### src/rtl/regfile_scoreboard_pkg.sv
// Shared sizing and writeback-source encoding
// for the register scoreboard and writeback arbiter.
package regfile_scoreboard_pkg;

    localparam int WORD_SIZE    = 16;
    localparam int NUM_REGS     = 4;
    localparam int REG_AW       = 2;
    localparam int STARVE_LIMIT = 2;

    typedef enum logic [1:0] {
        WB_NONE,
        WB_MEM,
        WB_ALU_DIRECT,
        WB_ALU_BUF
    } wb_src_e;

endpackage

### src/rtl/regfile_scoreboard_wb_arbiter.sv
// Writeback arbiter: one-entry ALU buffer with
// age-based starvation guard against memory.
module wb_arbiter #(
    parameter int WORD_SIZE    = regfile_scoreboard_pkg::WORD_SIZE,
    parameter int STARVE_LIMIT = regfile_scoreboard_pkg::STARVE_LIMIT
) (
    input  logic                 clk,
    input  logic                 reset_n,
    input  logic                 alu_wb_valid,
    output logic                 alu_wb_ready,
    input  logic [1:0]           alu_wb_reg,
    input  logic [WORD_SIZE-1:0] alu_wb_data,
    input  logic                 mem_wb_valid,
    output logic                 mem_wb_ready,
    input  logic [1:0]           mem_wb_reg,
    input  logic [WORD_SIZE-1:0] mem_wb_data,
    output logic                 rf_write,
    output logic [1:0]           rf_wreg,
    output logic [WORD_SIZE-1:0] rf_wdata
);
    import regfile_scoreboard_pkg::*;

    logic                 buf_valid_q, buf_valid_d;
    logic [1:0]           buf_reg_q, buf_reg_d;
    logic [WORD_SIZE-1:0] buf_data_q, buf_data_d;
    logic [7:0]           age_q, age_d;
    logic                 starved;
    wb_src_e              src;

    // Pick the port winner, drive the write port, and plan buffer/age.
    always_comb begin
        starved      = buf_valid_q && (age_q >= 8'(STARVE_LIMIT));
        alu_wb_ready = reset_n && !buf_valid_q;
        mem_wb_ready = reset_n && !starved;
        src          = WB_NONE;
        if (!reset_n)
            src = WB_NONE;
        else if (starved)
            src = WB_ALU_BUF;
        else if (mem_wb_valid)
            src = WB_MEM;
        else if (buf_valid_q)
            src = WB_ALU_BUF;
        else if (alu_wb_valid)
            src = WB_ALU_DIRECT;

        rf_write = 1'b0;
        rf_wreg  = '0;
        rf_wdata = '0;
        case (src)
            WB_MEM: begin
                rf_write = 1'b1;
                rf_wreg  = mem_wb_reg;
                rf_wdata = mem_wb_data;
            end
            WB_ALU_DIRECT: begin
                rf_write = 1'b1;
                rf_wreg  = alu_wb_reg;
                rf_wdata = alu_wb_data;
            end
            WB_ALU_BUF: begin
                rf_write = 1'b1;
                rf_wreg  = buf_reg_q;
                rf_wdata = buf_data_q;
            end
            default: ;
        endcase

        buf_valid_d = buf_valid_q;
        buf_reg_d   = buf_reg_q;
        buf_data_d  = buf_data_q;
        age_d       = age_q;
        if (src == WB_ALU_BUF) begin
            buf_valid_d = 1'b0;
            age_d       = '0;
        end else if (buf_valid_q) begin
            if (age_q != 8'hFF)
                age_d = age_q + 8'd1;
        end else if (alu_wb_valid && alu_wb_ready
                     && src != WB_ALU_DIRECT) begin
            buf_valid_d = 1'b1;
            buf_reg_d   = alu_wb_reg;
            buf_data_d  = alu_wb_data;
            age_d       = '0;
        end
    end

    // Buffer and age registers; reset drops any held entry.
    always_ff @(posedge clk) begin
        if (!reset_n) begin
            buf_valid_q <= 1'b0;
            buf_reg_q   <= '0;
            buf_data_q  <= '0;
            age_q       <= '0;
        end else begin
            buf_valid_q <= buf_valid_d;
            buf_reg_q   <= buf_reg_d;
            buf_data_q  <= buf_data_d;
            age_q       <= age_d;
        end
    end

endmodule

### src/rtl/regfile_scoreboard.sv
// Register scoreboard: tracks outstanding writes,
// gates issue on RAW/WAW, counts stalls.
module regfile_scoreboard #(
    parameter int WORD_SIZE    = regfile_scoreboard_pkg::WORD_SIZE,
    parameter int NUM_REGS     = regfile_scoreboard_pkg::NUM_REGS,
    parameter int STARVE_LIMIT = regfile_scoreboard_pkg::STARVE_LIMIT
) (
    input  logic                 clk,
    input  logic                 reset_n,
    input  logic                 iss_valid,
    output logic                 iss_ready,
    input  logic                 iss_use_rs1,
    input  logic [1:0]           iss_rs1,
    input  logic                 iss_use_rs2,
    input  logic [1:0]           iss_rs2,
    input  logic                 iss_wr,
    input  logic [1:0]           iss_rd,
    input  logic                 alu_wb_valid,
    output logic                 alu_wb_ready,
    input  logic [1:0]           alu_wb_reg,
    input  logic [WORD_SIZE-1:0] alu_wb_data,
    input  logic                 mem_wb_valid,
    output logic                 mem_wb_ready,
    input  logic [1:0]           mem_wb_reg,
    input  logic [WORD_SIZE-1:0] mem_wb_data,
    output logic                 rf_write,
    output logic [1:0]           rf_wreg,
    output logic [WORD_SIZE-1:0] rf_wdata,
    output logic [NUM_REGS-1:0]  pending,
    output logic [15:0]          stall_cnt,
    output logic                 wb_err
);
    logic [NUM_REGS-1:0] pending_q, pending_d;
    logic [15:0]         stall_cnt_q, stall_cnt_d;
    logic                wb_err_q, wb_err_d;
    logic                busy1, busy2, waw, issue;

    wb_arbiter #(
        .WORD_SIZE    (WORD_SIZE),
        .STARVE_LIMIT (STARVE_LIMIT)
    ) u_arb (
        .clk          (clk),
        .reset_n      (reset_n),
        .alu_wb_valid (alu_wb_valid),
        .alu_wb_ready (alu_wb_ready),
        .alu_wb_reg   (alu_wb_reg),
        .alu_wb_data  (alu_wb_data),
        .mem_wb_valid (mem_wb_valid),
        .mem_wb_ready (mem_wb_ready),
        .mem_wb_reg   (mem_wb_reg),
        .mem_wb_data  (mem_wb_data),
        .rf_write     (rf_write),
        .rf_wreg      (rf_wreg),
        .rf_wdata     (rf_wdata)
    );

    // Hazard check with same-cycle writeback bypass, then state update.
    always_comb begin
        busy1 = iss_use_rs1 && pending_q[iss_rs1]
                && !(rf_write && rf_wreg == iss_rs1);
        busy2 = iss_use_rs2 && pending_q[iss_rs2]
                && !(rf_write && rf_wreg == iss_rs2);
        waw   = iss_wr && pending_q[iss_rd]
                && !(rf_write && rf_wreg == iss_rd);
        iss_ready = reset_n && !busy1 && !busy2 && !waw;
        issue     = iss_valid && iss_ready;

        pending_d = pending_q;
        if (rf_write)
            pending_d[rf_wreg] = 1'b0;
        if (issue && iss_wr)
            pending_d[iss_rd] = 1'b1;

        wb_err_d = wb_err_q || (rf_write && !pending_q[rf_wreg]);

        stall_cnt_d = stall_cnt_q;
        if (iss_valid && !iss_ready && stall_cnt_q != 16'hFFFF)
            stall_cnt_d = stall_cnt_q + 16'd1;
    end

    // Scoreboard, error flag and stall counter registers.
    always_ff @(posedge clk) begin
        if (!reset_n) begin
            pending_q   <= '0;
            stall_cnt_q <= '0;
            wb_err_q    <= 1'b0;
        end else begin
            pending_q   <= pending_d;
            stall_cnt_q <= stall_cnt_d;
            wb_err_q    <= wb_err_d;
        end
    end

    assign pending   = pending_q;
    assign stall_cnt = stall_cnt_q;
    assign wb_err    = wb_err_q;

endmodule

### config.mk
export PLATFORM = sky130hd
export DESIGN_NAME = regfile_scoreboard
export DESIGN_NICKNAME = d
export VERILOG_FILES = /design/src/rtl/regfile_scoreboard_pkg.sv /design/src/rtl/regfile_scoreboard_wb_arbiter.sv /design/src/rtl/regfile_scoreboard.sv
export SDC_FILE = /design/constraint.sdc
export NUM_CORES = 1
export LEC_CHECK = 0
export CAP_MARGIN = 25
export CORE_MARGIN = 2
export CORE_UTILIZATION = 46
export DETAILED_ROUTE_END_ITERATION = 7
export PLACE_DENSITY = 0.78
export SYNTH_ARGS = -nofsm -noshare
export SYNTH_HDL_FRONTEND = slang
export SYNTH_SLANG_ARGS = --single-unit
### constraint.sdc
create_clock -name clk -period 3.2 [get_ports clk]
set_clock_uncertainty 0.2 [all_clocks]
set_input_delay 0.64 -clock clk [delete_from_list [all_inputs] [get_ports clk]]
set_output_delay 0.64 -clock clk [all_outputs]
set_load 0.005 [all_outputs]
After elaboration in Yosys (flattened, before gate mapping)
Cells that the tools add are included.
{"block": "word_totals", "reg_bits": 48, "elab_cells": 99}
{"block": "op_classes", "addsub": 2, "magnitude_cmp": 7, "eq_ne": 10, "muxes": 27, "bitwise_logic": 6, "n_reduce_logical": 40}
{"operator": "$pmux W16 S3", "count": 1}
{"operator": "$logic_and A1 B1 Y1", "count": 24}
{"operator": "$mux W8", "count": 3}
{"operator": "$add A16 B1 Y16 const B", "count": 1}
{"operator": "$ne A16 B16 Y1 const B", "count": 1}
{"operator": "$lt A2 B3 Y1 const B", "count": 4}
{"operator": "$logic_not A1 Y1", "count": 10}
{"operator": "$mux W2", "count": 5}
{"operator": "$mux W1", "count": 9}
{"operator": "$add A8 B1 Y8 const B", "count": 1}
{"operator": "$bmux W1 S2", "count": 4}
{"operator": "$ge A8 B2 Y1 const B", "count": 1}
{"operator": "$mux W4", "count": 2}
{"operator": "$ne A8 B8 Y1 const B", "count": 1}
{"operator": "$eq A2 B2 Y1", "count": 3}
{"operator": "$pmux W2 S3", "count": 1}
{"operator": "$and A4 B4 Y4", "count": 1}
{"operator": "$demux W1 S2", "count": 2}
{"operator": "$eq A2 B2 Y1 const B", "count": 2}
{"operator": "$ge A2 B1 Y1 const B", "count": 2}
{"operator": "$ne A2 B2 Y1 const B", "count": 2}
{"operator": "$not A4 Y4", "count": 1}
{"operator": "$or A4 B4 Y4", "count": 1}
{"operator": "$not A1 Y1", "count": 3}
{"operator": "other kinds (7)", "count": 7}

Longest topological paths before layout
{"block": "logic_depth", "word_depth": 18, "ltp_mapped": 12, "mapped_depth_nobuf": 11}

Modules after synthesis
Synthesis repeated with hierarchy kept, for this count alone.
{"block": "hier_totals", "cells_unflattened": 327, "hier_area_um2": 2783.9}
{"module": "wb_arbiter", "instances": 1, "cells_each": 179, "area_each_um2": 1456.4, "seq_area_each_um2": 540.5}
{"module": "regfile_scoreboard", "instances": 1, "cells_each": 148, "area_each_um2": 1327.5, "seq_area_each_um2": 420.4}

Worst setup path before layout
OpenSTA, ideal clock, no wires.
{"block": "synth_path", "kind": "reg2out", "startpoint": "reg u_arb.age_q[0]", "endpoint": "out iss_ready", "arrival_ps": 2087, "setup_slack_ps": 273, "path_stages_with_launch": 11, "n_path_buf": 2, "cell_sequence": "dfxtp_1 -> inv_1 -> ha_1 -> nor4_4 -> a21oi_2 -> a211oi_4 -> xnor2_1 -> o311ai_0 -> and4_1 -> buf_4 -> buf_6"}
{"block": "synth_via", "elab_chain_cells": 14, "elab_cells_between_ends": 28}
{"element": "start: declaration", "line_no": "regfile_scoreboard_wb_arbiter.sv:26", "text": "logic [7:0] age_q, age_d;"}
{"element": "start signal: assignment", "line_no": "regfile_scoreboard_wb_arbiter.sv:99", "text": "age_q <= age_d;"}
{"element": "$ge A8 B2 Y1 (*)", "line_no": "regfile_scoreboard_wb_arbiter.sv:32", "text": "starved = buf_valid_q && (age_q >= 8'(STARVE_LIMIT));"}
{"element": "$logic_and A1 B1 Y1 (*)", "line_no": "regfile_scoreboard_wb_arbiter.sv:32"}
{"element": "$mux W2 (*)", "line_no": "regfile_scoreboard_wb_arbiter.sv:38", "text": "else if (starved)"}
{"element": "$mux W2 (*)", "line_no": "regfile_scoreboard_wb_arbiter.sv:36", "text": "if (!reset_n)"}
{"element": "$eq A2 B2 Y1 / $eq A2 B1 Y1 (equally long branches)", "line_no": "regfile_scoreboard_wb_arbiter.sv:50", "text": "case (src)"}
{"element": "$pmux W2 S3 / $reduce_or A3 Y1 (equally long branches)"}
{"element": "$eq A2 B2 Y1 / $mux W1 (equally long branches)", "line_no": "regfile_scoreboard.sv:60, regfile_scoreboard_wb_arbiter.sv:50"}
{"element": "$logic_and A1 B1 Y1", "line_no": "regfile_scoreboard.sv:60", "text": "&& !(rf_write && rf_wreg == iss_rs1);"}
{"element": "$logic_not A1 Y1", "line_no": "regfile_scoreboard.sv:60"}
{"element": "$logic_and A1 B1 Y1", "line_no": "regfile_scoreboard.sv:60"}
{"element": "$logic_not A1 Y1", "line_no": "regfile_scoreboard.sv:65", "text": "iss_ready = reset_n && !busy1 && !busy2 && !waw;"}
{"element": "$logic_and A1 B1 Y1 (2 in a row)", "line_no": "regfile_scoreboard.sv:65"}
{"element": "$logic_and A1 B1 Y1 (*)", "line_no": "regfile_scoreboard.sv:65"}
{"element": "end: declaration", "line_no": "regfile_scoreboard.sv:11", "text": "output logic iss_ready,"}
Every way passes the cells marked *; elsewhere a longest branch is shown, timed or not.

Worst setup path in the final report
{"block": "layout_path", "startpoint": "in alu_wb_reg[1]", "endpoint": "out iss_ready"}
{"block": "layout_via", "elab_chain_cells": 9, "elab_cells_between_ends": 19}
{"element": "start: declaration", "line_no": "regfile_scoreboard.sv:20", "text": "input logic [1:0] alu_wb_reg,"}
{"element": "$pmux W2 S3 (*)", "line_no": "regfile_scoreboard_wb_arbiter.sv:50"}
{"element": "$eq A2 B2 Y1", "line_no": "regfile_scoreboard.sv:60"}
{"element": "$logic_and A1 B1 Y1", "line_no": "regfile_scoreboard.sv:60"}
{"element": "$logic_not A1 Y1", "line_no": "regfile_scoreboard.sv:60"}
{"element": "$logic_and A1 B1 Y1", "line_no": "regfile_scoreboard.sv:60"}
{"element": "$logic_not A1 Y1", "line_no": "regfile_scoreboard.sv:65"}
{"element": "$logic_and A1 B1 Y1 (2 in a row)", "line_no": "regfile_scoreboard.sv:65"}
{"element": "$logic_and A1 B1 Y1 (*)", "line_no": "regfile_scoreboard.sv:65"}
Marked as above.

==> results.json <==
{
  "grt_max_degree": 29,
  "outcome": "finished with violations",
  "drv_cap": 0,
  "ant_nets": 0,
  "worst_pin_slew_ns": 0.400,
  "switching_share_pct": 24.8,
  "multiInputGateArea_um2": 1690,
  "yosys_register_bits": 48,
  "fillers": 402,
  "cts_hold_buffers": 0,
  "p_clk_share_pct": 31.7,
  "slew-limit-headroom_pct": 73.1,
  "fin_crit_sh_pct": 105,
  "power.density_nw_per_um2": 310,
  "clk_pin_slew_worst_paths_ns": 0.08,
  "routabilityCongestion": 0.859,
  "n_antenna_cell": 0,
  "vias_per_cell": 5.64,
  "synth-async-reset-ratio_pct": 0,
  "period_minus_slack_ns": 3.37,
  "synth-edff-count": 0,
  "grt_pass1_wl_um": 14100,
  "synthCells": 349,
  "ys_dominant_reg_cell": "dfxtp_1",
  "syn_avg_cell_area_um2": 7.74,
  "drc_errors": 0,
  "synthTopCellsByCount": "93 x nand2_1, 48 x dfxtp_1, 34 x a21oi_1",
  "grt_overflow": 0,
  "synthToLayoutAreaGrowth_pct": 57.3,
  "leakage_nw": 1.78,
  "cpPeakStageDelay_ns": 0.49,
  "dieWidth_um": 80.6,
  "synth_top_cell_area_share_pct": 35.6,
  "drt_iter0_markers": 205,
  "grt_setup_unrepaired": "yes",
  "combPwrFrac_pct": 21.1,
  "yosysSeqAreaShare_pct": 35.6,
  "clkLatencyLatePin_ns": 0.30,
  "dp.cells": 527,
  "fin_hold_ws_ns": 0.263,
  "route.vias.total": 3112,
  "post-route-util_pct": 76.2,
  "detailedPlace.worstSlack_ns": -0.711,
  "timing.fmax_mhz": 297,
  "cts_num_sinks": 48,
  "intPower_uw": 989,
  "drive_gt1_share_pct": 17.9,
  "seq_area_um2": 967,
  "wl_per_cell_um": 16.1,
  "worst_ep_arrival_time_ns": 2.53,
  "synth_cell_types": 38,
  "start_kind": "input pin",
  "yosys_warnings": 0,
  "synth_area_um2": 2700,
  "routed_wl_um": 8910,
  "root_buffer": "clkbuf_8",
  "violations": "setup timing",
  "synth_most_common_cell": "nand2_1",
  "peakVddDrop_mv": 0.238,
  "hpwl_um": 5810,
  "syn-num-nets": 402,
  "layout_setup_ws_ns": -0.167,
  "end_kind": "output port",
  "p_seq_share_pct": 47.2,
  "drtPass1Iterations": 5,
  "antenna_found_initial": 0,
  "row_count": 27,
  "core-area_um2": 5570,
  "cts_made_buffers": 5,
  "io_pins": 93,
  "p_total_mw": 1.32,
  "final_area_um2": 4250,
  "crit_required_ns": 2.36,
  "crit_chain": "clkdlybuf4s50_1 -> nand3b_1 -> a21oi_1 -> a211oi_4 -> buf_4 -> xnor2_1 -> o311ai_1 -> and4_1 -> buf_2",
  "io_buffers": 92,
  "synthTopCellsByArea": "dfxtp_1 36%, nand2_1 13%, a21oi_1 6.3%, a22oi_1 4.4%, mux2i_1 3.3%",
  "place_area_um2": 3870,
  "grt_usage_pct": 27.4,
  "path_max_fanout": 6,
  "cts_tree": "built",
  "path_class": "in -> out",
  "hold_class": "reg -> reg",
  "die-area_um2": 6500,
  "setup_viol": 1,
  "synth_top_cell_by_area": "dfxtp_1",
  "switching_power_uw": 327,
  "cp_slowest_cell": "clkdlybuf4s50_1",
  "drv_slew": 0,
  "nNetsFinal": 534,
  "final_hold_viol_count": 0,
  "die_height_um": 80.6,
  "tns_ns": -0.167,
  "grt_pass1_vias": 3005,
  "final_cell_count_no_fill": 552,
  "cts_max_level": 2,
  "initial_core_util_pct": 48.4,
  "clockBufferDepth": 2
}
==> path summary, 6_finish.rpt <==
check,cells after the start,end,slack (ns),startpoint
setup / recovery,9,iss_ready,-0.17,alu_wb_reg[1]
hold / removal,2,u_arb.buf_data_q[6],0.26,u_arb.buf_data_q[6]
setup reg to reg,13,stall_cnt[12],0.08,u_arb.age_q[1]
hold reg to reg,2,u_arb.buf_data_q[6],0.26,u_arb.buf_data_q[6]
==> final cells by class <==
| type | count | area share [%] |
|---|---|---|
| Sequential cell | 48 | 22.8 |
| Multi-Input combinational cell | 275 | 39.8 |
| Tap cell | 72 | 2.12 |
| Inverter | 6 | 0.530 |
| Clock buffer | 5 | 1.62 |
| Clock inverter | 1 | 0.707 |
| Timing Repair Buffer | 145 | 32.5 |
==> repair_timing <==
item,4_1_cts,5_1_grt
setup endpoints to repair,25,22
cloned,2,0
setup buffers,10,7
resized for setup,35,22
hold endpoints to repair,0,0
pin swaps,9,9
==> placed cells by master, fill, tap and decap left out, types with 4 or more instances in the layout <==
cell	count
nor4_1	4
dlymetal6s2s_1	9
xnor2_1	6
inv_1	5
and4_1	5
or4_1	5
buf_4	45
a21oi_1	32
o31ai_1	6
nor2_1	19
and3_1	6
a22oi_2	4
o21ai_0	6
dfxtp_1	45
clkbuf_8	5
dlygate4sd2_1	9
mux2i_1	9
nand2b_1	12
nand3_1	11
clkdlybuf4s50_1	70
nand2_1	93
a22oi_1	12
buf_6	5
nand4_1	5
==> worst max-delay path: cells and delay by family <==
family / cells / cell delay (ns)
buf+inv: 3 / 0.80
simple gates: 2 / 0.41
xor+xnor: 1 / 0.12
compound gates: 3 / 0.56
==> layer usage <==
metal  vias to the layer above  track usage [%]  part of all wire (%)
met1                      1470             35.7                    43
met2                       115             44.3                    49
met3                        20             5.84                   5.7
met4                         0             10.7                   2.1
met5                         -                0                     0
li1                       1507                -                     -
==> registers in the layout, summed over array words and instances (netlist names) <==
name	cells
wb_err	1
stall_cnt	16
u_arb.age_q	8
pending	4
u_arb.buf_data_q	16
u_arb.buf_valid_q	1
u_arb.buf_reg_q	2
==> power by group through the flow <==
stage	Clock (mW)	Sequential (mW)	Combinational [mW]
floorplan	0	0.631	0.102
global placement	0	0.634	0.247
detailed placement	0	0.634	0.252
CTS	0.425	0.620	0.268
global route	0.449	0.623	0.300
finish	0.417	0.621	0.278
==> cell families after synthesis <==
kind of cell               Yosys count  share of synthesized area (%)
and+or+nand+nor                    175                           31.5
AOI/OAI and AO/OA                   79                           19.4
muxes                               12                           5.84
DFF                                 48                           35.6
adders and majority gates            3                           1.39
xor gates and xnor gates             6                           1.95
buffers and inverters               26                           4.40
No activity file was read; power rests on OpenSTA's default activity.
